### src/rtl/rv_barrier_ctrl_pkg.sv
// Shared sizing, slot state encoding and the lowest-index select used by the barrier controller.
package rv_barrier_ctrl_pkg;

    localparam int NUM_WARPS    = 4;
    localparam int NUM_BARRIERS = 4;
    localparam int NW_BITS      = (NUM_WARPS > 1) ? $clog2(NUM_WARPS) : 1;
    localparam int NB_BITS      = (NUM_BARRIERS > 1) ? $clog2(NUM_BARRIERS) : 1;

    typedef enum logic [1:0] {
        SLOT_IDLE    = 2'd0,
        SLOT_COLLECT = 2'd1,
        SLOT_PEND    = 2'd2
    } slot_state_e;

    // Index of the lowest set bit; 0 when the vector is empty (callers qualify with |vec).
    function automatic logic [NB_BITS-1:0] lowest_set_idx(input logic [NUM_BARRIERS-1:0] vec);
        lowest_set_idx = '0;
        for (int i = NUM_BARRIERS - 1; i >= 0; i--) begin
            if (vec[i]) lowest_set_idx = NB_BITS'(i);
        end
    endfunction

endpackage

### src/rtl/rv_barrier_slot.sv
// One barrier ID: collects arriving warps until the latched count is met, then waits for release.
module rv_barrier_slot
    import rv_barrier_ctrl_pkg::*;
(
    input  logic                 clk,
    input  logic                 reset,
    input  logic                 arrive,
    input  logic [NW_BITS-1:0]   arrive_wid,
    input  logic [NW_BITS-1:0]   arrive_size_m1,
    input  logic                 flush_valid,
    input  logic [NW_BITS-1:0]   flush_wid,
    input  logic                 release_grant,
    output slot_state_e          state,
    output logic [NUM_WARPS-1:0] mask,
    output logic                 size_mismatch
);

    localparam logic [NW_BITS:0] CNT_ONE = (NW_BITS + 1)'(1);

    logic [NW_BITS:0]     count_q;
    logic [NW_BITS-1:0]   size_q;
    logic [NUM_WARPS-1:0] wid_onehot;
    logic [NUM_WARPS-1:0] flush_onehot;
    logic                 flush_hit;
    logic [NUM_WARPS-1:0] flush_mask;
    logic [NW_BITS:0]     flush_count;
    logic [NW_BITS:0]     join_count;
    logic [NW_BITS:0]     target;

    assign wid_onehot   = NUM_WARPS'(1) << arrive_wid;
    assign flush_onehot = NUM_WARPS'(1) << flush_wid;
    // Flush only touches a collecting slot that actually holds the warp.
    assign flush_hit    = flush_valid && (state == SLOT_COLLECT) && ((mask & flush_onehot) != '0);
    assign flush_mask   = flush_hit ? (mask & ~flush_onehot) : mask;
    assign flush_count  = flush_hit ? (count_q - CNT_ONE) : count_q;
    assign join_count   = flush_count + CNT_ONE;
    assign target       = {1'b0, size_q} + CNT_ONE;
    assign size_mismatch = arrive && (state == SLOT_COLLECT) && (arrive_size_m1 != size_q);

    always_ff @(posedge clk or negedge reset) begin
        if (!reset) begin
            state   <= SLOT_IDLE;
            mask    <= '0;
            count_q <= '0;
            size_q  <= '0;
        end else begin
            // NOTE: non-blocking assignments so every register samples pre-edge values.
            case (state)
                SLOT_IDLE: begin
                    if (arrive) begin
                        mask    <= wid_onehot;
                        count_q <= CNT_ONE;
                        size_q  <= arrive_size_m1;
                        state   <= (arrive_size_m1 == '0) ? SLOT_PEND : SLOT_COLLECT;
                    end
                end
                SLOT_COLLECT: begin
                    if (arrive) begin
                        mask    <= flush_mask | wid_onehot;
                        count_q <= join_count;
                        if (join_count == target) state <= SLOT_PEND;
                    end else if (flush_hit) begin
                        mask    <= flush_mask;
                        count_q <= flush_count;
                        if (flush_count == '0) state <= SLOT_IDLE;
                    end
                end
                SLOT_PEND: begin
                    if (release_grant) begin
                        state   <= SLOT_IDLE;
                        mask    <= '0;
                        count_q <= '0;
                    end
                end
                default: state <= SLOT_IDLE;
            endcase
        end
    end

endmodule

### src/rtl/rv_barrier_ctrl.sv
// Barrier controller: per-ID slots, duplicate filtering, one release per cycle, sticky errors.
module rv_barrier_ctrl
    import rv_barrier_ctrl_pkg::*;
(
    input  logic                 clk,
    input  logic                 reset,
    input  logic                 bar_req_valid,
    output logic                 bar_req_ready,
    input  logic [NW_BITS-1:0]   bar_req_wid,
    input  logic [NB_BITS-1:0]   bar_req_id,
    input  logic [NW_BITS-1:0]   bar_req_size_m1,
    input  logic                 flush_valid,
    input  logic [NW_BITS-1:0]   flush_wid,
    output logic [NUM_WARPS-1:0] bar_stall_mask,
    output logic                 release_valid,
    output logic [NB_BITS-1:0]   release_id,
    output logic [NUM_WARPS-1:0] release_mask,
    output logic                 err_dup,
    output logic                 err_size,
    output logic                 busy
);

    slot_state_e             slot_state [NUM_BARRIERS];
    logic [NUM_WARPS-1:0]    slot_mask  [NUM_BARRIERS];
    logic [NUM_BARRIERS-1:0] pend_vec;
    logic [NUM_BARRIERS-1:0] arrive_vec;
    logic [NUM_BARRIERS-1:0] grant_vec;
    logic [NUM_BARRIERS-1:0] size_mismatch_vec;
    logic [NB_BITS-1:0]      grant_idx;
    logic                    req_accept;
    logic                    req_dup;
    logic                    req_flushed;
    logic                    req_apply;

    always_comb begin
        // NOTE: defaults first so no path through the loop can infer a latch.
        bar_stall_mask = '0;
        busy           = 1'b0;
        pend_vec       = '0;
        for (int i = 0; i < NUM_BARRIERS; i++) begin
            bar_stall_mask = bar_stall_mask | slot_mask[i];
            busy           = busy | (slot_state[i] != SLOT_IDLE);
            pend_vec[i]    = (slot_state[i] == SLOT_PEND);
        end
    end

    assign bar_req_ready = (slot_state[bar_req_id] != SLOT_PEND);
    assign req_accept    = bar_req_valid && bar_req_ready;
    assign req_dup       = bar_stall_mask[bar_req_wid];
    // A same-warp flush kills the arrival outright.
    assign req_flushed   = flush_valid && (flush_wid == bar_req_wid);
    assign req_apply     = req_accept && !req_dup && !req_flushed;
    assign arrive_vec    = req_apply ? (NUM_BARRIERS'(1) << bar_req_id) : '0;
    assign grant_idx     = lowest_set_idx(pend_vec);
    assign grant_vec     = pend_vec & (NUM_BARRIERS'(1) << grant_idx);

    for (genvar g = 0; g < NUM_BARRIERS; g++) begin : g_slot
        rv_barrier_slot u_slot (
            .clk            (clk),
            .reset          (reset),
            .arrive         (arrive_vec[g]),
            .arrive_wid     (bar_req_wid),
            .arrive_size_m1 (bar_req_size_m1),
            .flush_valid    (flush_valid),
            .flush_wid      (flush_wid),
            .release_grant  (grant_vec[g]),
            .state          (slot_state[g]),
            .mask           (slot_mask[g]),
            .size_mismatch  (size_mismatch_vec[g])
        );
    end

    always_ff @(posedge clk or negedge reset) begin
        if (!reset) begin
            release_valid <= 1'b0;
            release_id    <= '0;
            release_mask  <= '0;
            err_dup       <= 1'b0;
            err_size      <= 1'b0;
        end else begin
            release_valid <= |pend_vec;
            if (|pend_vec) begin
                release_id   <= grant_idx;
                release_mask <= slot_mask[grant_idx];
            end
            err_dup  <= err_dup | (req_accept && req_dup && !req_flushed);
            err_size <= err_size | (|size_mismatch_vec);
        end
    end

endmodule

### config.mk
export PLATFORM = sky130hd
export DESIGN_NAME = rv_barrier_ctrl
export DESIGN_NICKNAME = d
export VERILOG_FILES = /design/src/rtl/rv_barrier_ctrl_pkg.sv /design/src/rtl/rv_barrier_slot.sv /design/src/rtl/rv_barrier_ctrl.sv
export SDC_FILE = /design/constraint.sdc
export NUM_CORES = 1
export LEC_CHECK = 0
export ABC_AREA = 1
export CORE_AREA = 2 2 115 117
export DETAILED_ROUTE_END_ITERATION = 16
export DIE_AREA = 0 0 117 119
export GPL_TIMING_DRIVEN = 1
export PLACE_DENSITY = 0.53
export SLEW_MARGIN = 20
export SYNTH_ARGS = -nofsm -noshare
export SYNTH_HDL_FRONTEND = slang
export SYNTH_HIERARCHICAL = 1
export SYNTH_SLANG_ARGS = --single-unit
### constraint.sdc
create_clock -name clk -period 7.7 [get_ports clk]
set_input_delay 1.54 -clock clk [delete_from_list [all_inputs] [get_ports clk]]
set_output_delay 1.54 -clock clk [all_outputs]
set_load 0.05 [all_outputs]
# Yosys cells after proc, flatten, opt, wreduce, memory -nomap -nowiden
# Cells that the tools add are included.
# totals
mem_count	0
regBits	53
rom_bits	0
mem_bits_rw	0
latch_bits	0
out_inout_bits	15
elab_cells	251
# classes
n_addsub	12
reduce_logical	59
shifts	4
n_div	0
eq_ne	38
mul	0
order_cmp	3
bitwise_logic	24
mux	90
# op_table
cell	n
2-to-1 mux 4 bit	23
2-to-1 mux 2 bit	31
2-to-1 mux 3 bit	20
one-hot mux 4 bit (3 select lines)	4
AND 4 bit	9
one-hot mux 3 bit (3 select lines)	4
OR 4 bit	7
inequality test 3 bit, second input constant	8
one-hot mux 2 bit (3 select lines)	4
logical AND 1 bit	22
AND reduction 5 bit	4
AND reduction 4 bit	4
nonzero test 4 bit	4
left shift 1 x 2 -> 4 bit, first input constant	4
adder 2 x 1 -> 3 bit, second input constant	4
adder 3 x 1 -> 3 bit, second input constant	4
equality test 3 bit	4
logical NOT 3 bit	4
inequality test 3 x 2 -> 1 bit, second input constant	4
nonzero test 3 bit	4
subtractor 3 x 1 -> 3 bit, second input constant	4
logical NOT 2 bit	5
inequality test 2 bit, second input constant	5
binary-select mux 4 bit (select 2 bit)	1
other kinds (17)	43

# Longest topological paths before layout
# depth
ltp_word	13
depth_mapped	18

# By module
# Netlist, hierarchy kept.
# by_module_without_submodules
mod	cells_each	instances	area_each_um2
rv_barrier_slot at g_slot[0].u_slot ...	141	3	997.2
rv_barrier_slot at g_slot[3].u_slot	148	1	1011.0
rv_barrier_ctrl	153	1	933.4

# Worst setup path after synthesis
# OpenSTA, ideal clock, no wires.
# synth_timing
path_kind	input to output
startpoint	in bar_req_id[1]
endpoint	out bar_req_ready
slack_ns	3.940
arrival_time_ns	2.220
t_required_ns	6.160
path_buffers	0
path_stages	4
path_cell_list	inv_1 > nand3_1 > nand3_1 > o21ai_2
# synth_via
elab_chain_len	5
# synth_lines
item	line_no	source
start, declared	rv_barrier_ctrl.sv:10	input logic [NB_BITS-1:0] bar_req_id,
NOT 2 -> 3 bit (not written as such)	rv_barrier_ctrl.sv:47	assign bar_req_ready = (slot_state[bar_req_id] != SLOT_PEND);
binary-select mux 2 bit (select 2 bit)	rv_barrier_ctrl.sv:47	
2-to-1 mux 2 bit (not written as such) (2 in a row)	rv_barrier_ctrl.sv:47	
inequality test 2 bit	rv_barrier_ctrl.sv:47	
end, declared	rv_barrier_ctrl.sv:8	output logic bar_req_ready,
# No other way between the ends. The select of a mux whose other input is x is not followed.

# Final worst setup path
# layout_timing
startpoint	in bar_req_id[0]
endpoint	out bar_req_ready
# Same word-level chain as after synthesis.

==> Flow_metrics.wiki <==
{| class="wikitable"
! Metric !! Value
|-
| Hold buffer count at CTS || 0
|-
| Number of antenna violations at the first check in global routing || 0
|-
| Count of placed standard cells in the final layout, fillers left out || 934
|-
| Clock sink count || 53
|-
| Minimum clock period after layout || 4.95 ns
|-
| Worst R2R Path Depth || 18
|-
| Leakage power || 2.69 nW
|-
| Final cycle utilization of the critical path || 64.3%
|-
| Number of buffers between clock root and the deepest sink || 2
|-
| Final number of setup-violating endpoints || 0
|-
| Crit end category || output pin
|-
| Slew Limit Fails || 0
|-
| Power density over the cells || between 300 and 400 nW/um^2
|-
| Starting density of the core || 38.3%
|-
| Worst clock skew on the final layout || between 0.004 and 0.005 ns
|-
| DIE AREA || 13900 um^2
|-
| Setup crit start || bar_req_id[0]
|-
| GP Congestion || 0.899
|-
| Number of gates resized after CTS || 0
|-
| Sequential group share of total power || between 20% and 30%
|-
| Status || finished clean
|-
| Cell Chain, Critical Path || clkdlybuf4s50_1 > nand2_1 > o21ai_0 > nor2_1 > o21ai_2 > clkdlybuf4s50_1
|-
| Critical Path Source Type || input port
|-
| Fin worst setup slack || approximately 2.7 ns
|-
| Number of global-route vias before repair || 4355
|-
| Total clock buffers created by CTS || 5
|-
| Core region area || 12900 um^2
|-
| CP Class || input port to output pin
|-
| End point of the critical path || bar_req_ready
|-
| Place WS || 2.75 ns
|-
| Launching point of the worst reg2reg path || g_slot[0].u_slot/state[1]
|-
| H-Tree Level Count || 2
|-
| Buffers and inverters on the worst path || 2
|-
| Fraction of power spent switching nets || roughly half
|-
| Critical Path RT || 6.16 ns
|-
| Number of nets still failing antenna checks after routing || 0
|-
| Final Net Count || 801
|-
| Number of placed I/O pins || 27
|-
| Routed Wire Length || 12800 um
|-
| Worst-margin pin slew || ~0.93 ns
|-
| DRC violations left || 0
|-
| Count of placed standard cells including taps || 926
|-
| Max-capacitance violation count || 0
|-
| Via count normalized by instance count || slightly below 5
|-
| Synth Area per Inst || 6.82 um^2
|-
| Sequential element share of the synthesized area || about 27%
|-
| HPWL after detailed placement || 9870 um
|-
| Worst vdd ir || 0.137 mV
|-
| Mapped Nets || 768
|-
| Port Buffers || 26
|-
| Aggregate global routing overflow || 0
|-
| Cell variety after synth || 40
|-
| Inserted Diodes || 0
|-
| Clock-pin slew on the worst setup and hold paths || 0.07 ns
|-
| Number of cell rows || 42
|-
| Delay contributed by the slowest stage of the critical path || about 0.85 ns
|-
| Height of the die || 119 um
|-
| Main flop type after synthesis || sky130_fd_sc_hd__dfrtp_1
|-
| Mapped Area || 4940 um^2
|-
| Critical path depth || 6
|-
| Final routed wire length divided by cell count || 13.7 um
|-
| Total via count in the routed design || between 4000 and 5000
|-
| Worst reg2reg endpoint || g_slot[0].u_slot/state[1]
|-
| Final hold violation count || 0
|-
| Worst-path maximum fanout || 6
|-
| FF-to-FF setup slack || 4.79 ns
|-
| Post-CTS Setup Repair Bufs || 0
|-
| Critical Path Most Common Cell || sky130_fd_sc_hd__clkdlybuf4s50_1
|-
| Worst hold path cell count || 2
|-
| Global routing usage summed across all routing layers || 19.6%
|-
| Worst hold path startpoint || err_dup
|-
| Logic pwr share || 64.3%
|-
| Worst-skew pair later-pin latency || 0.31 ns
|-
| CP top delay family || buffers and inverters
|-
| Switching power of the nets || 1.09 mW
|-
| Number of design-rule violations left by the first detailed-router iteration || 218
|-
| Count of flip-flops with a built-in enable after synthesis || 0
|-
| P_int || 1.04 mW
|-
| Maximum clock frequency || 0.202 GHz
|-
| Portion of total power attributed to the clock network || 13.0%
|-
| Largest net degree at the start of global routing || 54
|-
| Wire length of the first global-routing pass || 21500 um
|-
| Headroom to the max-slew limit || between 30 and 40%
|-
| Synth Instances || slightly above 700
|-
| Setup repair after global routing missed its margin || no
|-
| Worst hold path class || flop to flop
|-
| Fraction of layout instances using a drive strength above 1 || 12.5%
|-
| Post-synthesis async set-or-reset flop share || 100%
|-
| Yosys synthesis warning count || 6
|-
| Accumulated negative setup slack || 0 ns
|-
| Data arrival, critical path || 3.41 ns
|-
| Flip-flop and latch count after synthesis || 53
|-
| Fillers || 1334
|-
| Highest-delay cell along the critical path || sky130_fd_sc_hd__clkdlybuf4s50_1
|-
| Synth-to-layout area growth || 13.1%
|-
| Tot Pwr || 2.13 mW
|-
| CTS Root Cell || sky130_fd_sc_hd__clkbuf_16
|-
| Drt first pass iters || 5
|-
| Die boundary width || 117 um
|-
| Clock tree from TritonCTS || done
|}
worst min-delay path by stage:
stage                                          end  slack [ns]
final                                      err_dup        0.48
after global routing                      err_size        0.51
after CTS                                  err_dup        0.48
after detailed placement                   err_dup        0.45
after global placement                     err_dup        0.45
after floorplan           g_slot[3].u_slot/mask[1]        0.47
layer usage:
| metal | vias up | global-route usage [%] | share of wire [%] |
|---|---|---|---|
| met2 | 97 | 29.6 | 44 |
| met5 | - | 0 | 0 |
| met3 | 10 | 2.54 | 3.8 |
| li1 | 2395 | - | - |
| met4 | 0 | 5.74 | 1.3 |
| met1 | 2115 | 29.1 | 51 |
layout by cell type (no fill, tap or decap), types with 7 or more instances in the layout:
cell                              netlist  final
sky130_fd_sc_hd__clkdlybuf4s50_1        0     25
sky130_fd_sc_hd__nor2_1                32     32
sky130_fd_sc_hd__ha_1                  32     32
sky130_fd_sc_hd__nand3_1               95     95
sky130_fd_sc_hd__a21oi_1               17     17
sky130_fd_sc_hd__nand2_2               30     30
sky130_fd_sc_hd__dfrtp_1               53     53
sky130_fd_sc_hd__inv_2                  9      9
sky130_fd_sc_hd__nand3_2                7      7
sky130_fd_sc_hd__xnor2_1               16     16
sky130_fd_sc_hd__nand2_1              168    168
sky130_fd_sc_hd__inv_1                125    125
sky130_fd_sc_hd__nor2_4                 7      7
sky130_fd_sc_hd__o21ai_0               53     53
sky130_fd_sc_hd__nor3_1                14     14
sky130_fd_sc_hd__o21ai_1                7      7
flip-flops by register name (all words and copies together), names as in the netlist:
register / count
release_mask: 4
g_slot.u_slot/mask: 16
g_slot.u_slot/state: 8
release_valid: 1
err_size: 1
g_slot.u_slot/count_q: 12
err_dup: 1
release_id: 2
g_slot.u_slot/size_q: 8
synth_stat cells (4+ instances only):
master                    number  area (um^2)
sky130_fd_sc_hd__a21oi_1      17         85.1
sky130_fd_sc_hd__dfrtp_1      53         1330
sky130_fd_sc_hd__ha_1         32          400
sky130_fd_sc_hd__inv_1       125          469
sky130_fd_sc_hd__inv_2         9         33.8
sky130_fd_sc_hd__nand2_1     168          631
sky130_fd_sc_hd__nand2_2      30          188
sky130_fd_sc_hd__nand2_4       4         45.0
sky130_fd_sc_hd__nand3_1      95          475
sky130_fd_sc_hd__nand3_2       7         70.1
sky130_fd_sc_hd__nor2_1       32          120
sky130_fd_sc_hd__nor2_2        5         31.3
sky130_fd_sc_hd__nor2_4        7         78.8
sky130_fd_sc_hd__nor3_1       14         70.1
sky130_fd_sc_hd__nor3_2        5         50.1
sky130_fd_sc_hd__o21ai_0      53          265
sky130_fd_sc_hd__o21ai_1       7         35.0
sky130_fd_sc_hd__o21ai_4       5         81.3
sky130_fd_sc_hd__o31ai_1       4         30.0
sky130_fd_sc_hd__xnor2_1      16          140
logic make-up after synthesis:
group	count (synthesis)	synth area share (%)
AND/OR/NAND/NOR	380	38.6
buffers and inverters	141	11.1
AO/OA/AOI/OAI	102	12.5
flip-flops	53	26.9
adder cells (fa/ha/maj)	32	8.11
XOR/XNOR	16	2.84
power by group through the flow:
stage,registers [mW],clock network (mW),logic (mW)
6_report,0.483,0.277,1.37
3_3_place_gp,0.486,0,1.36
2_1_floorplan,0.516,0,1.03
4_1_cts,0.484,0.288,1.38
5_1_grt,0.500,0.297,1.55
3_5_place_dp,0.490,0,1.37
worst min-delay path: stages, from the launching register on:
cell and delay (ns):
sky130_fd_sc_hd__dfrtp_1 0.35, sky130_fd_sc_hd__inv_1 0.04, sky130_fd_sc_hd__nand2_1 0.05
final cells by class:
class	instances	area [um^2]	area share (%)
multi-input combinational	530	3060	54.9
sequential	53	1330	23.8
inverter	140	537	9.62
timing repair buffer	27	263	4.71
tap	176	220	3.95
clock buffer	7	143	2.56
clock inverter	1	30.0	0.538
metrics by stage:
stage               utilization (%)  cell area [um^2]  hold WS [ns]
finish                         43.3              5580         0.477
global route                   43.3              5580         0.511
CTS                            43.3              5580         0.479
detailed placement             42.0              5410         0.454
global placement               42.0              5410         0.454
floorplan                         -              4940         0.471
Note: power is estimated with default switching activity, not from simulation.
